**src/rtl/drive_indicator.sv**
```systemverilog
// Turn-signal blinker and BCD mileage counter driven by the manual driving controller.
// Latency: inputs registered once; LEDs/moving follow one cycle later, mileage steps on the prescaler wrap.
// Backpressure: none; free-running indicator logic that accepts a new command every cycle.
module drive_indicator #(
  parameter int BLINK_HALF  = 50_000_000,
  parameter int TICK_CYCLES = 100_000_000
) (
  input  logic        clk,
  input  logic        rst_n,
  input  logic        power_on,
  input  logic [3:0]  move_cmd,
  output logic        left_led,
  output logic        right_led,
  output logic        moving,
  output logic [15:0] mileage_bcd
);

  localparam int BW = (BLINK_HALF > 1) ? $clog2(BLINK_HALF) : 1;
  localparam int TW = (TICK_CYCLES > 1) ? $clog2(TICK_CYCLES) : 1;
  localparam logic [BW-1:0] BLINK_LAST = BW'(BLINK_HALF - 1);
  localparam logic [TW-1:0] TICK_LAST  = TW'(TICK_CYCLES - 1);

  // move_cmd bit positions
  localparam int CMD_FWD   = 0;
  localparam int CMD_BACK  = 1;
  localparam int CMD_RIGHT = 2;
  localparam int CMD_LEFT  = 3;

  logic          pwr_q;
  logic [3:0]    cmd_q;
  logic          turn_act;
  logic [BW-1:0] blink_cnt;
  logic          blink_phase;
  logic [TW-1:0] tick_cnt;

  // Increment a four-digit BCD value; 9999 rolls over to 0000 silently.
  // Any digit >= 9 is treated as 9 so an out-of-range digit can never persist.
  function automatic logic [15:0] bcd_inc(input logic [15:0] v);
    logic [15:0] r;
    logic        carry;
    r     = v;
    carry = 1'b1;
    for (int i = 0; i < 4; i++) begin
      if (carry) begin
        if (v[4*i +: 4] >= 4'd9) begin
          r[4*i +: 4] = 4'd0;
        end else begin
          r[4*i +: 4] = v[4*i +: 4] + 4'd1;
          carry       = 1'b0;
        end
      end
    end
    return r;
  endfunction

  // Capture the controller inputs once; everything downstream uses these copies.
  always_ff @(posedge clk or negedge rst_n) begin
    if (!rst_n) begin
      pwr_q <= 1'b0;
      cmd_q <= 4'd0;
    end else begin
      pwr_q <= power_on;
      cmd_q <= move_cmd;
    end
  end

  assign turn_act = pwr_q & (cmd_q[CMD_LEFT] | cmd_q[CMD_RIGHT]);

  // Blink prescaler: runs only while a turn is requested; idles with the phase ON
  // so a fresh request lights immediately, and keeps phase across left<->right swaps.
  always_ff @(posedge clk or negedge rst_n) begin
    if (!rst_n) begin
      blink_cnt   <= '0;
      blink_phase <= 1'b1;
    end else if (!pwr_q) begin
      blink_cnt   <= '0;
      blink_phase <= 1'b1;
    end else if (turn_act) begin
      if (blink_cnt == BLINK_LAST) begin
        blink_cnt   <= '0;
        blink_phase <= ~blink_phase;
      end else begin
        blink_cnt <= blink_cnt + 1'b1;
      end
    end else begin
      blink_cnt   <= '0;
      blink_phase <= 1'b1;
    end
  end

  // Mileage prescaler and BCD counter: the prescaler pauses (keeping the partial
  // unit) while stopped; power-off wipes both and wins over a coincident wrap.
  always_ff @(posedge clk or negedge rst_n) begin
    if (!rst_n) begin
      tick_cnt    <= '0;
      mileage_bcd <= 16'h0000;
    end else if (!pwr_q) begin
      tick_cnt    <= '0;
      mileage_bcd <= 16'h0000;
    end else if (moving) begin
      if (tick_cnt == TICK_LAST) begin
        tick_cnt    <= '0;
        mileage_bcd <= bcd_inc(mileage_bcd);
      end else begin
        tick_cnt <= tick_cnt + 1'b1;
      end
    end
  end

  // Outputs are pure functions of the registered inputs and blink phase.
  always_comb begin
    moving    = pwr_q & (cmd_q[CMD_FWD] | cmd_q[CMD_BACK]);
    left_led  = pwr_q & cmd_q[CMD_LEFT]  & blink_phase;
    right_led = pwr_q & cmd_q[CMD_RIGHT] & blink_phase;
  end

endmodule

```
**config.mk**
```make
export PLATFORM = sky130hd
export DESIGN_NAME = drive_indicator
export DESIGN_NICKNAME = d
export VERILOG_FILES = /design/src/rtl/drive_indicator.sv
export SDC_FILE = /design/constraint.sdc
export NUM_CORES = 1
export LEC_CHECK = 0
export BUFFER_PORTS_ARGS = -buffer_cell sky130_fd_sc_hd__buf_2
export CAP_MARGIN = 20
export CORE_MARGIN = 2
export CORE_UTILIZATION = 40
export CTS_BUF_LIST = sky130_fd_sc_hd__clkbuf_4 sky130_fd_sc_hd__clkbuf_8 sky130_fd_sc_hd__clkbuf_16
export DETAILED_ROUTE_END_ITERATION = 6
export PLACE_DENSITY_LB_ADDON = 0.3
export SYNTH_ARGS = -nofsm -noshare
export SYNTH_HDL_FRONTEND = slang
export SYNTH_SLANG_ARGS = --single-unit
export TNS_END_PERCENT = 20
```
**constraint.sdc**
```tcl
create_clock -name clk -period 2.6 [get_ports clk]
set_clock_uncertainty 0.15 [all_clocks]
set_input_delay 0.13 -clock clk [delete_from_list [all_inputs] [get_ports clk]]
set_output_delay 0.13 -clock clk [all_outputs]
set_load 0.1 [all_outputs]
```
# After elaboration in Yosys (flattened, before gate mapping)
# Cells that the tools add are included.
dict set report word_totals {
  ff_bits 75
  inputBits 7
  elab_cells 73
}
dict set report classes {
  add_sub_neg 6
  order_cmp 4
  n_eq_ne 8
  mux 33
  bitwise_logic 9
  reduce_logical 4
}
# cell n
set ops {}
lappend ops {{27-bit 2-to-1 mux} 3}
lappend ops {{26-bit 2-to-1 mux} 3}
lappend ops {{16-bit 2-to-1 mux} 3}
lappend ops {{4-bit 2-to-1 mux} 7}
lappend ops {{27-bit by 1-bit adder with 27-bit output (second input constant)} 1}
lappend ops {{27-bit == test (second input constant)} 1}
lappend ops {{26-bit by 1-bit adder with 26-bit output (second input constant)} 1}
lappend ops {{26-bit == test (second input constant)} 1}
lappend ops {{1-bit 2-to-1 mux} 17}
lappend ops {{4-bit by 1-bit adder with 4-bit output (second input constant)} 4}
lappend ops {{4-bit greater-or-equal comparator (second input constant)} 4}
lappend ops {{3-bit AND reduction} 3}
lappend ops {{2-bit by 1-bit != test with 1-bit output (second input constant)} 4}
lappend ops {{1-bit bitwise AND} 6}
lappend ops {{3-bit by 2-bit != test with 1-bit output (second input constant)} 1}
lappend ops {{2-bit != test (second input constant)} 1}
lappend ops {{1-bit bitwise OR} 2}
lappend ops {{2-bit AND reduction} 1}
lappend ops {{1-bit inverter} 1}

# Logic depth before layout (Yosys ltp)
# Gate-level depths: netlist of the first run.
dict set report logic_depth {
  ltp_word 17
  ltp_mapped 8
}

# Worst setup path after synthesis of the first run
# No wires, ideal clock.
dict set report synth_path {
  kind {register to register}
  startpoint {register pwr_q}
  endpoint {register tick_cnt[26]}
  t_arrival_ns 2.969
  slack_ns -0.585
  stages_incl_launch_ff 6
  path_buffers 1
  synth_period_minus_slack_ns 3.185
  path_cell_list {dfrtp_1 > clkbuf_1 > nor2b_1 > o31ai_1 > nor3_1 > a211o_1}
}
dict set report synth_between {
  elab_chain_len 2
}
# element line_no
set synth_rtl {}
lappend synth_rtl {{start: declaration} 29} ;# logic pwr_q;
lappend synth_rtl {{start signal: assignment} 62} ;# pwr_q <= power_on;
lappend synth_rtl {{1-bit bitwise AND} 112} ;# moving = pwr_q & (cmd_q[CMD_FWD] | cmd_q[CMD_BACK]);
lappend synth_rtl {{net moving} 14} ;# output logic moving,
lappend synth_rtl {{2-bit != test (no line)} --}
lappend synth_rtl {{end signal: assignment} 105} ;# tick_cnt <= tick_cnt + 1'b1;
lappend synth_rtl {{end: declaration} 34} ;# logic [TW-1:0] tick_cnt;
# The timed path passes the listed nets, and every way through them passes these cells.
# A chain may end at the register's enable or synchronous reset.

# Worst setup path after layout of the first run
dict set report layout_path {
  startpoint {register tick_cnt[1]}
  endpoint {register mileage_bcd[15]}
}
dict set report layout_between {
  elab_chain_len 3
}
# element line_no
set layout_rtl {}
lappend layout_rtl {{27-bit == test} 101} ;# if (tick_cnt == TICK_LAST) begin
lappend layout_rtl {{2-bit by 1-bit != test with 1-bit output (no line)} --}
lappend layout_rtl {{3-bit AND reduction (no line)} --}
lappend layout_rtl {{end signal: assignment} 103} ;# mileage_bcd <= bcd_inc(mileage_bcd);
lappend layout_rtl {{end: declaration} 15} ;# output logic [15:0] mileage_bcd
# No other way between the ends.

==> results of run 1 <==
[kinds of logic after synthesis]
kind of cell / after synthesis / synth area share, %
AOI/OAI and AO/OA: 46 / 7.59
xor gates and xnor gates: 46 / 10.3
buffers and inverters: 31 / 3.19
and+or+nand+nor: 191 / 26.6
adders and majority gates: 14 / 4.47
DFF: 75 / 47.9
[metrics by stage]
stage / total power, mW / area (sq um) / util, % / setup slack, ns
floorplan: 1.63 / 3920 / - / -0.178
global placement: 1.75 / 4280 / 44.4 / 0.234
detailed placement: 1.75 / 4280 / 44.4 / 0.0720
CTS: 2.82 / 4580 / 47.5 / 0.0643
global route: 2.92 / 4590 / 47.6 / 0.0485
finish: 2.79 / 4590 / 47.6 / 0.207
[power by group]
| group | switching (mW) | leakage (nW) | total, mW | internal, mW |
|---|---|---|---|---|
| clock network | 0.494 | 0.114 | 1.05 | 0.561 |
| logic | 0.365 | 0.891 | 0.469 | 0.104 |
| registers | 0.0603 | 1.03 | 1.26 | 1.20 |
| total | 0.920 | 2.03 | 2.79 | 1.87 |
[timing repair]
item	in CTS	in global routing
endpoints found under the setup margin	0	2
buffers inserted	0	2
hold endpoints to repair	79	0
gates resized for setup	0	3
hold buffers	6	0
[cell usage after synthesis, types with 4 or more instances]
library cell  number  area [sq um]
o31ai_1            6          45.0
clkbuf_1           9          33.8
nand4_1           19           119
o21ai_0           23           115
nand3_1           25           125
dfrtp_1           74          1850
nor3b_1            5          37.5
and3_1             9          56.3
inv_1             20          75.1
ha_1              14           175
nor4_1             6          37.5
nor2_1            62           233
xor2_1            34           298
nor4b_1            4          35.0
nor2b_1            6          37.5
nand2_1           26          97.6
xnor2_1           12           105
[worst paths after layout]
check	endpoint	slack, ns	cells after the start
worst max register to register	mileage_bcd[15]	0.21	6
min in group asynchronous	blink_cnt[11]	0.27	2
worst min register to register	blink_cnt[0]	0.37	1
worst min-delay path	pwr_q	0.26	2
max in group asynchronous	tick_cnt[21]	1.38	2
worst max-delay path	mileage_bcd[15]	0.21	6
[cell usage in the layout (no fill, tap or decap), types with 3 or more instances in the layout]
| master | synthesis | final |
|---|---|---|
| dfrtp_1 | 74 | 74 |
| clkbuf_8 | 0 | 9 |
| nand3_1 | 25 | 25 |
| ha_1 | 14 | 14 |
| nor3b_1 | 5 | 5 |
| o21ai_0 | 23 | 22 |
| and4_1 | 3 | 3 |
| nor4_1 | 6 | 6 |
| inv_1 | 20 | 20 |
| nor2b_1 | 6 | 5 |
| o31ai_1 | 6 | 6 |
| or2_2 | 3 | 3 |
| xnor2_1 | 12 | 12 |
| nor4b_1 | 4 | 4 |
| nor3_1 | 3 | 3 |
| nor2_1 | 62 | 62 |
| and3_1 | 9 | 8 |
| o22ai_1 | 3 | 3 |
| nand2b_1 | 3 | 3 |
| xor2_1 | 34 | 34 |
| buf_2 | 1 | 24 |
| nand2_1 | 26 | 25 |
| nand4_1 | 19 | 19 |
| dlygate4sd3_1 | 0 | 6 |
| buf_4 | 0 | 16 |
[layer usage]
metal	GRT usage [%]	part of all wire (%)
met5	0	0
met4	6.68	1.8
met3	3.46	3.0
met2	24.9	45
met1	23.0	50
[sequential cells by signal, summed over array words and instances, names as in the netlist]
register and cells:
cmd_q 4, blink_phase 1, blink_cnt 26, tick_cnt 27, pwr_q 1, mileage_bcd 16
[final cells by class]
type                            instances  area [sq um]  share of cell area (%)
Multi-Input combinational cell        297          1940                    42.2
Clock buffer                            9           124                    2.70
Inverter                               20          75.1                    1.63
Clock inverter                          7           108                    2.34
Sequential cell                        75          1880                    40.9
Tap cell                              133           166                    3.62
Timing Repair Buffer                   47           305                    6.65
[worst max-delay path: cells and delay by family, from the launching register on]
kind	cells	cell delay [ns]
and+or+nand+nor	3	0.80
AOI/OAI and AO/OA	2	0.76
DFF	1	0.41
adders and majority gates	1	0.19
==> metrics, run 1 <==
CP max stage delay 0.53 ns; Initial Util 40.7%; ANT nets after route 0; Crit. Startpoint tick_cnt[1]; CTS root buf clkbuf_8; 1st-pass router iterations 4; htree depth 3; CP Capture Type flip-flop; Syn Area/Cell 9.73 sq um; final wirelength 8.06 mm; crit path DAT 2.50 ns; LEAKAGE 2.03 nW; Worst-Margin Slew 0.946 ns; WL per Instance 13.7 um; VDD IR max 0.304 mV; drt drc 0; endpoints failing hold 0; CP Class reg -> reg; Mapped Nets 424; Core ar. 9640 sq um; max cap viols 0; FILL cells 931; Worst Path Required 2.71 ns; GRT Overall Usage 16.5%; latest clock arrival within the worst-skew pair 0.37 ns; Cells after DPL 564; CTS Buffer Depth 2; Antenna diodes 0; Via Count 3016; Hold Crit Start power_on; Ys Warns 0; IO buf count 25; power density cells 607 nW/um^2; vias in the first global route 2931; crit path cell chain ha_1 > and3_2 > nand2_2 > o41a_1 > or3_4 > o31ai_1; Die X-Extent 103 um; First DRT Iteration DRCs 108; Die Ht 103 um; Detailed Place HPWL 5.52 mm; initial antenna violation count 0; Crit Path Max Fanout 6; Max Clk Rate 418 MHz; Post-synth EDFFs 0; maximum number of pins on one net before global-route repair 76; via density per instance 5.13; share of layout cells above drive strength 1 16.0%; Area Growth Syn to Fin 17.1%; Setup TNS 0 ns; I/O pin count 26; main flop type after synthesis dfrtp_1; Post-Synthesis Cells 403; Yosys cell types 49; global route total overflow 0; Hold WC Path Type in -> reg; Hold Slack 0.260 ns; clock sinks 75; post-synthesis sequential area ratio 47.9%; routability congestion estimate 0.800; first-pass GRT wire length 13.8 mm; Placement Rows 36; Final nets 471; fin cells 588; clk slew on worst S/H paths 0.09 ns; RSZ-0062 raised after global routing false; CTS tree done; DIE AREA 10600 sq um; Slowest cell on crit path o41a_1; mapped cell area 3920 sq um; CTS Buf Count 9; outcome completed; r2r startpoint tick_cnt[1]; Final Max Tran Viols 0; Async SR Flop Fraction 100%; Final setup violation count 0; slew margin rel. 37.0%; synthesized flop and latch total 75; Critical Path Start Type flip-flop; min cycle time layout 2.39 ns; period utilization 92.0%
Power figures use the tool's default switching activity.
==> run 2, diff against run 1 <==
Settings changed: CELL_PAD_IN_SITES_DETAIL_PLACEMENT set to 0, CELL_PAD_IN_SITES_GLOBAL_PLACEMENT set to 1.
==> metrics, run 2 (synthesis gave the netlist of run 1 again) <==
First DRT Iteration DRCs 145; CP Capture Type flip-flop; Final Max Tran Viols 0; CP Class reg -> reg; CTS Buf Count 9; drt drc 0; min cycle time layout 2.42 ns; biggest regs tick_cnt x27, blink_cnt x26, mileage_bcd x16; GRT Overall Usage 17.2%; latest clock arrival within the worst-skew pair 0.35 ns; Initial Util 40.7%; slew margin rel. 37.0%; Cells after DPL 566; RSZ-0062 raised after global routing false; period utilization 93.0%; first-pass GRT wire length 14.3 mm; CTS root buf clkbuf_8; Multi-input gate area 1930 sq um; Max Clk Rate 413 MHz; max cap viols 0; outcome completed; via density per instance 5.12; Sequential Area 1880 sq um; clk slew on worst S/H paths 0.09 ns; Final setup violation count 0; FILL cells 947; Antenna diodes 0; final wirelength 8.13 mm; WL per Instance 13.8 um; Crit Path Max Fanout 12; Hold WC Path Type in -> reg; maximum number of pins on one net before global-route repair 76; Final nets 471; max FFs per register 27; Core ar. 9640 sq um; global route total overflow 0; share of layout cells above drive strength 1 15.8%; Setup Buffers After CTS 0; power density cells 574 nW/um^2; Setup TNS 0 ns; Via Count 3013; Critical Path Start Type flip-flop; crit path DAT 2.53 ns; ANT nets after route 0; routability congestion estimate 0.766; I/O pin count 26; Area Growth Syn to Fin 16.1%; Placement Rows 36; fin cells 588; vias in the first global route 2927; Worst Path Required 2.71 ns; Detailed Place HPWL 5.57 mm; initial antenna violation count 0; Die X-Extent 103 um; largest register by flop count tick_cnt; Die Ht 103 um; DIE AREA 10600 sq um; Core Util, Final 47.2%; commonest non-fill, non-tap cell in the layout dfrtp_1; LEAKAGE 2.01 nW; Worst-Margin Slew 0.945 ns; IO buf count 25; 1st-pass router iterations 4; VDD IR max 0.311 mV; most frequent cells in the layout dfrtp_1, nor2_1, xor2_1, nand2_1, nand3_1; CTS Buffer Depth 2; clock sinks 75; htree depth 3; CTS tree done; endpoints failing hold 0
-- run 2: final timing paths --
kind / endpoint / cells past startpoint / slack (ns) / from
setup / recovery: mileage_bcd[15] / 5 / 0.18 / tick_cnt[10]
min in group asynchronous: mileage_bcd[1] / 2 / 0.29 / rst_n
hold / removal: cmd_q[2] / 2 / 0.27 / move_cmd[2]
max in group asynchronous: tick_cnt[21] / 2 / 1.37 / rst_n
setup reg to reg: mileage_bcd[15] / 5 / 0.18 / tick_cnt[10]
hold reg to reg: mileage_bcd[7] / 1 / 0.38 / mileage_bcd[7]
-- run 2: worst max-delay path: stages (launching register included) --
cell and delay [ns]:
dfrtp_1 0.47, nor4b_4 0.31, nand4_2 0.15, o41a_2 0.61, or3_4 0.43, o31ai_1 0.22
-- run 2: routing by layer --
metal / global-route usage, % / share of wire, % / vias to the layer above / wire (um)
met3: 4.41 / 3.0 / 8 / 246
met4: 4.45 / 1.0 / 0 / 85
li1: - / - / 1489 / -
met2: 25.7 / 45 / 42 / 3700
met5: 0 / 0 / - / 0
met1: 24.8 / 50 / 1474 / 4100
-- run 2: layout make-up --
type / instances / share of cell area (%)
Timing Repair Buffer: 47 / 6.76
Inverter: 20 / 1.65
Clock buffer: 12 / 3.49
Clock inverter: 4 / 0.715
Multi-Input combinational cell: 297 / 42.5
Sequential cell: 75 / 41.3
Tap cell: 133 / 3.66
-- run 2: per-stage QoR --
| stage | setup slack, ns | hold WS [ns] | instance area, sq um | power, mW |
|---|---|---|---|---|
| detailed placement | 0.168 | 0.0898 | 4300 | 1.75 |
| global placement | 0.237 | 0.0891 | 4300 | 1.75 |
| global route | 0.00758 | 0.264 | 4550 | 2.75 |
| floorplan | -0.178 | -0.316 | 3920 | 1.63 |
| finish | 0.181 | 0.267 | 4550 | 2.61 |
| CTS | 0.172 | 0.251 | 4550 | 2.64 |
-- run 2: report_power, final --
group	internal [mW]	total (mW)	leakage, nW	switching (mW)
logic	0.105	0.471	0.892	0.366
registers	1.20	1.26	1.03	0.0594
clock network	0.417	0.877	0.0930	0.460
-- run 2: timing repair --
action	4_1_cts	5_1_grt
hold buffers	6	0
resized for setup	0	2
setup endpoints to repair	0	4
hold endpoints to repair	79	0
==> run 3, diff against run 2 <==
--- a/config.mk
+++ b/config.mk
@@ -13,4 +13,5 @@
 export CORE_UTILIZATION = 40
 export CTS_BUF_LIST = sky130_fd_sc_hd__clkbuf_4 sky130_fd_sc_hd__clkbuf_8 sky130_fd_sc_hd__clkbuf_16
+export CTS_CLUSTER_DIAMETER = 40
 export DETAILED_ROUTE_END_ITERATION = 6
 export PLACE_DENSITY_LB_ADDON = 0.3
==> constraint.sdc (replaced) <==
create_clock -name clk -period 2.6 [get_ports clk]
set_clock_uncertainty 0.15 [all_clocks]
set_input_delay 0.26 -clock clk [delete_from_list [all_inputs] [get_ports clk]]
set_output_delay 0.26 -clock clk [all_outputs]
set_load 0.1 [all_outputs]
==> metrics, run 3 (synthesis gave the netlist of run 1 again) <==
routability congestion estimate 0.769; 1st-pass router iterations 4; CTS Buffer Depth 2; I/O pin count 26; share of power burned in the clock network 36.9%; Max Clk Rate 411 MHz; First DRT Iteration DRCs 124; max FFs per register 27; switching portion of total power 31.8%; Antenna diodes 0; Placement Rows 36; endpoints failing hold 0; most frequent cells in the layout dfrtp_1, nor2_1, xor2_1, nand2_1, nand3_1; Setup Buffers After CTS 0; GRT Overall Usage 16.8%; Pint 1.88 mW; first-pass GRT wire length 13.8 mm; Critical Path Start Type flip-flop; slew margin rel. 58.3%; min cycle time layout 2.43 ns; CTS Buf Count 9; Hold WC Path Type in -> async; CTS tree done; CP Capture Type flip-flop; latest clock arrival within the worst-skew pair 0.35 ns; Placed Instance Area 4320 sq um; Sequential Area 1880 sq um; RSZ-0062 raised after global routing false; clock sinks 75; htree depth 3; Die X-Extent 103 um; Die Ht 103 um; Area Growth Syn to Fin 17.5%; maximum number of pins on one net before global-route repair 48; LEAKAGE 2.03 nW; clk slew on worst S/H paths 0.08 ns; FILL cells 942; outcome completed; Multi-input gate area 1930 sq um; biggest regs tick_cnt x27, blink_cnt x26, mileage_bcd x16; combinational share of power 17.3%; vias in the first global route 2825; crit path DAT 2.55 ns; WL per Instance 13.6 um; CP Class reg -> reg; Crit Path Max Fanout 12; period utilization 93.5%; DIE AREA 10600 sq um; Final nets 472; share of layout cells above drive strength 1 15.8%; Final Max Tran Viols 0; Detailed Place HPWL 5.51 mm; P_sw 0.874 mW; largest register by flop count tick_cnt; Worst-Margin Slew 0.626 ns; initial antenna violation count 0; Final setup violation count 0; power density cells 598 nW/um^2; ANT nets after route 0; CTS root buf clkbuf_8; global route total overflow 0; Worst Path Required 2.71 ns; commonest non-fill, non-tap cell in the layout dfrtp_1; via density per instance 5.05; Core ar. 9640 sq um; VDD IR max 0.532 mV; Core Util, Final 47.8%; Via Count 2973; max cap viols 0; IO buf count 25; final wirelength 8.01 mm; finished layout cell area 4610 sq um; Initial Util 40.7%; Reg power frac 45.9%; drt drc 0
## run 3: through the flow
step	hold WS [ns]	instances	setup slack (ns)	total power, mW	setup TNS, ns
finish	0.307	589	0.169	2.75	0
global route	0.362	589	0.0180	2.89	0
CTS	0.328	589	0.143	2.79	0
detailed placement	0.176	567	0.163	1.76	0
global placement	0.177	567	0.238	1.75	0
floorplan	-0.186	403	-0.178	1.63	-0.594
## run 3: cell type report
cell class	instances	area share (%)
multi-input combinational	297	41.9
tap	133	3.61
clock inverter	6	1.93
timing repair buffer	48	7.12
clock buffer	10	2.99
sequential	75	40.8
inverter	20	1.63
## run 3: worst paths after layout
kind / startpoint / to / slack (ns) / cells after the start
hold reg to reg: mileage_bcd[15] / mileage_bcd[15] / 0.36 / 1
setup reg to reg: tick_cnt[10] / mileage_bcd[15] / 0.17 / 5
max in group asynchronous: rst_n / tick_cnt[10] / 1.40 / 3
hold / removal: rst_n / mileage_bcd[12] / 0.31 / 2
min in group clk: mileage_bcd[15] / mileage_bcd[15] / 0.36 / 1
setup / recovery: tick_cnt[10] / mileage_bcd[15] / 0.17 / 5
## run 3: power by group through the flow
stage	sequential (mW)	clock [mW]	combinational [mW]
after global placement	1.28	0	0.470
after CTS	1.26	1.04	0.484
after floorplan	1.48	0	0.155
final	1.26	1.01	0.476
after global routing	1.27	1.10	0.516
after detailed placement	1.28	0	0.476
## run 3: routing by layer
metal	vias up	track usage [%]	routed length (um)
met5	-	0	0
met4	0	5.57	78
met3	5	4.75	290
met2	41	24.2	3540
met1	1426	24.3	4100
li1	1501	-	-
## run 3: repair_timing
action,CTS,global route
hold endpoints to repair,50,0
setup endpoints to repair,0,1
resized for setup,0,1
hold buffers,6,0
## run 3: critical path: stages, from the launching register on
cell and delay, ns:
dfrtp_1 0.48, nor4b_4 0.32, nand4_2 0.15, o41a_1 0.60, or3_4 0.45, o31ai_1 0.19
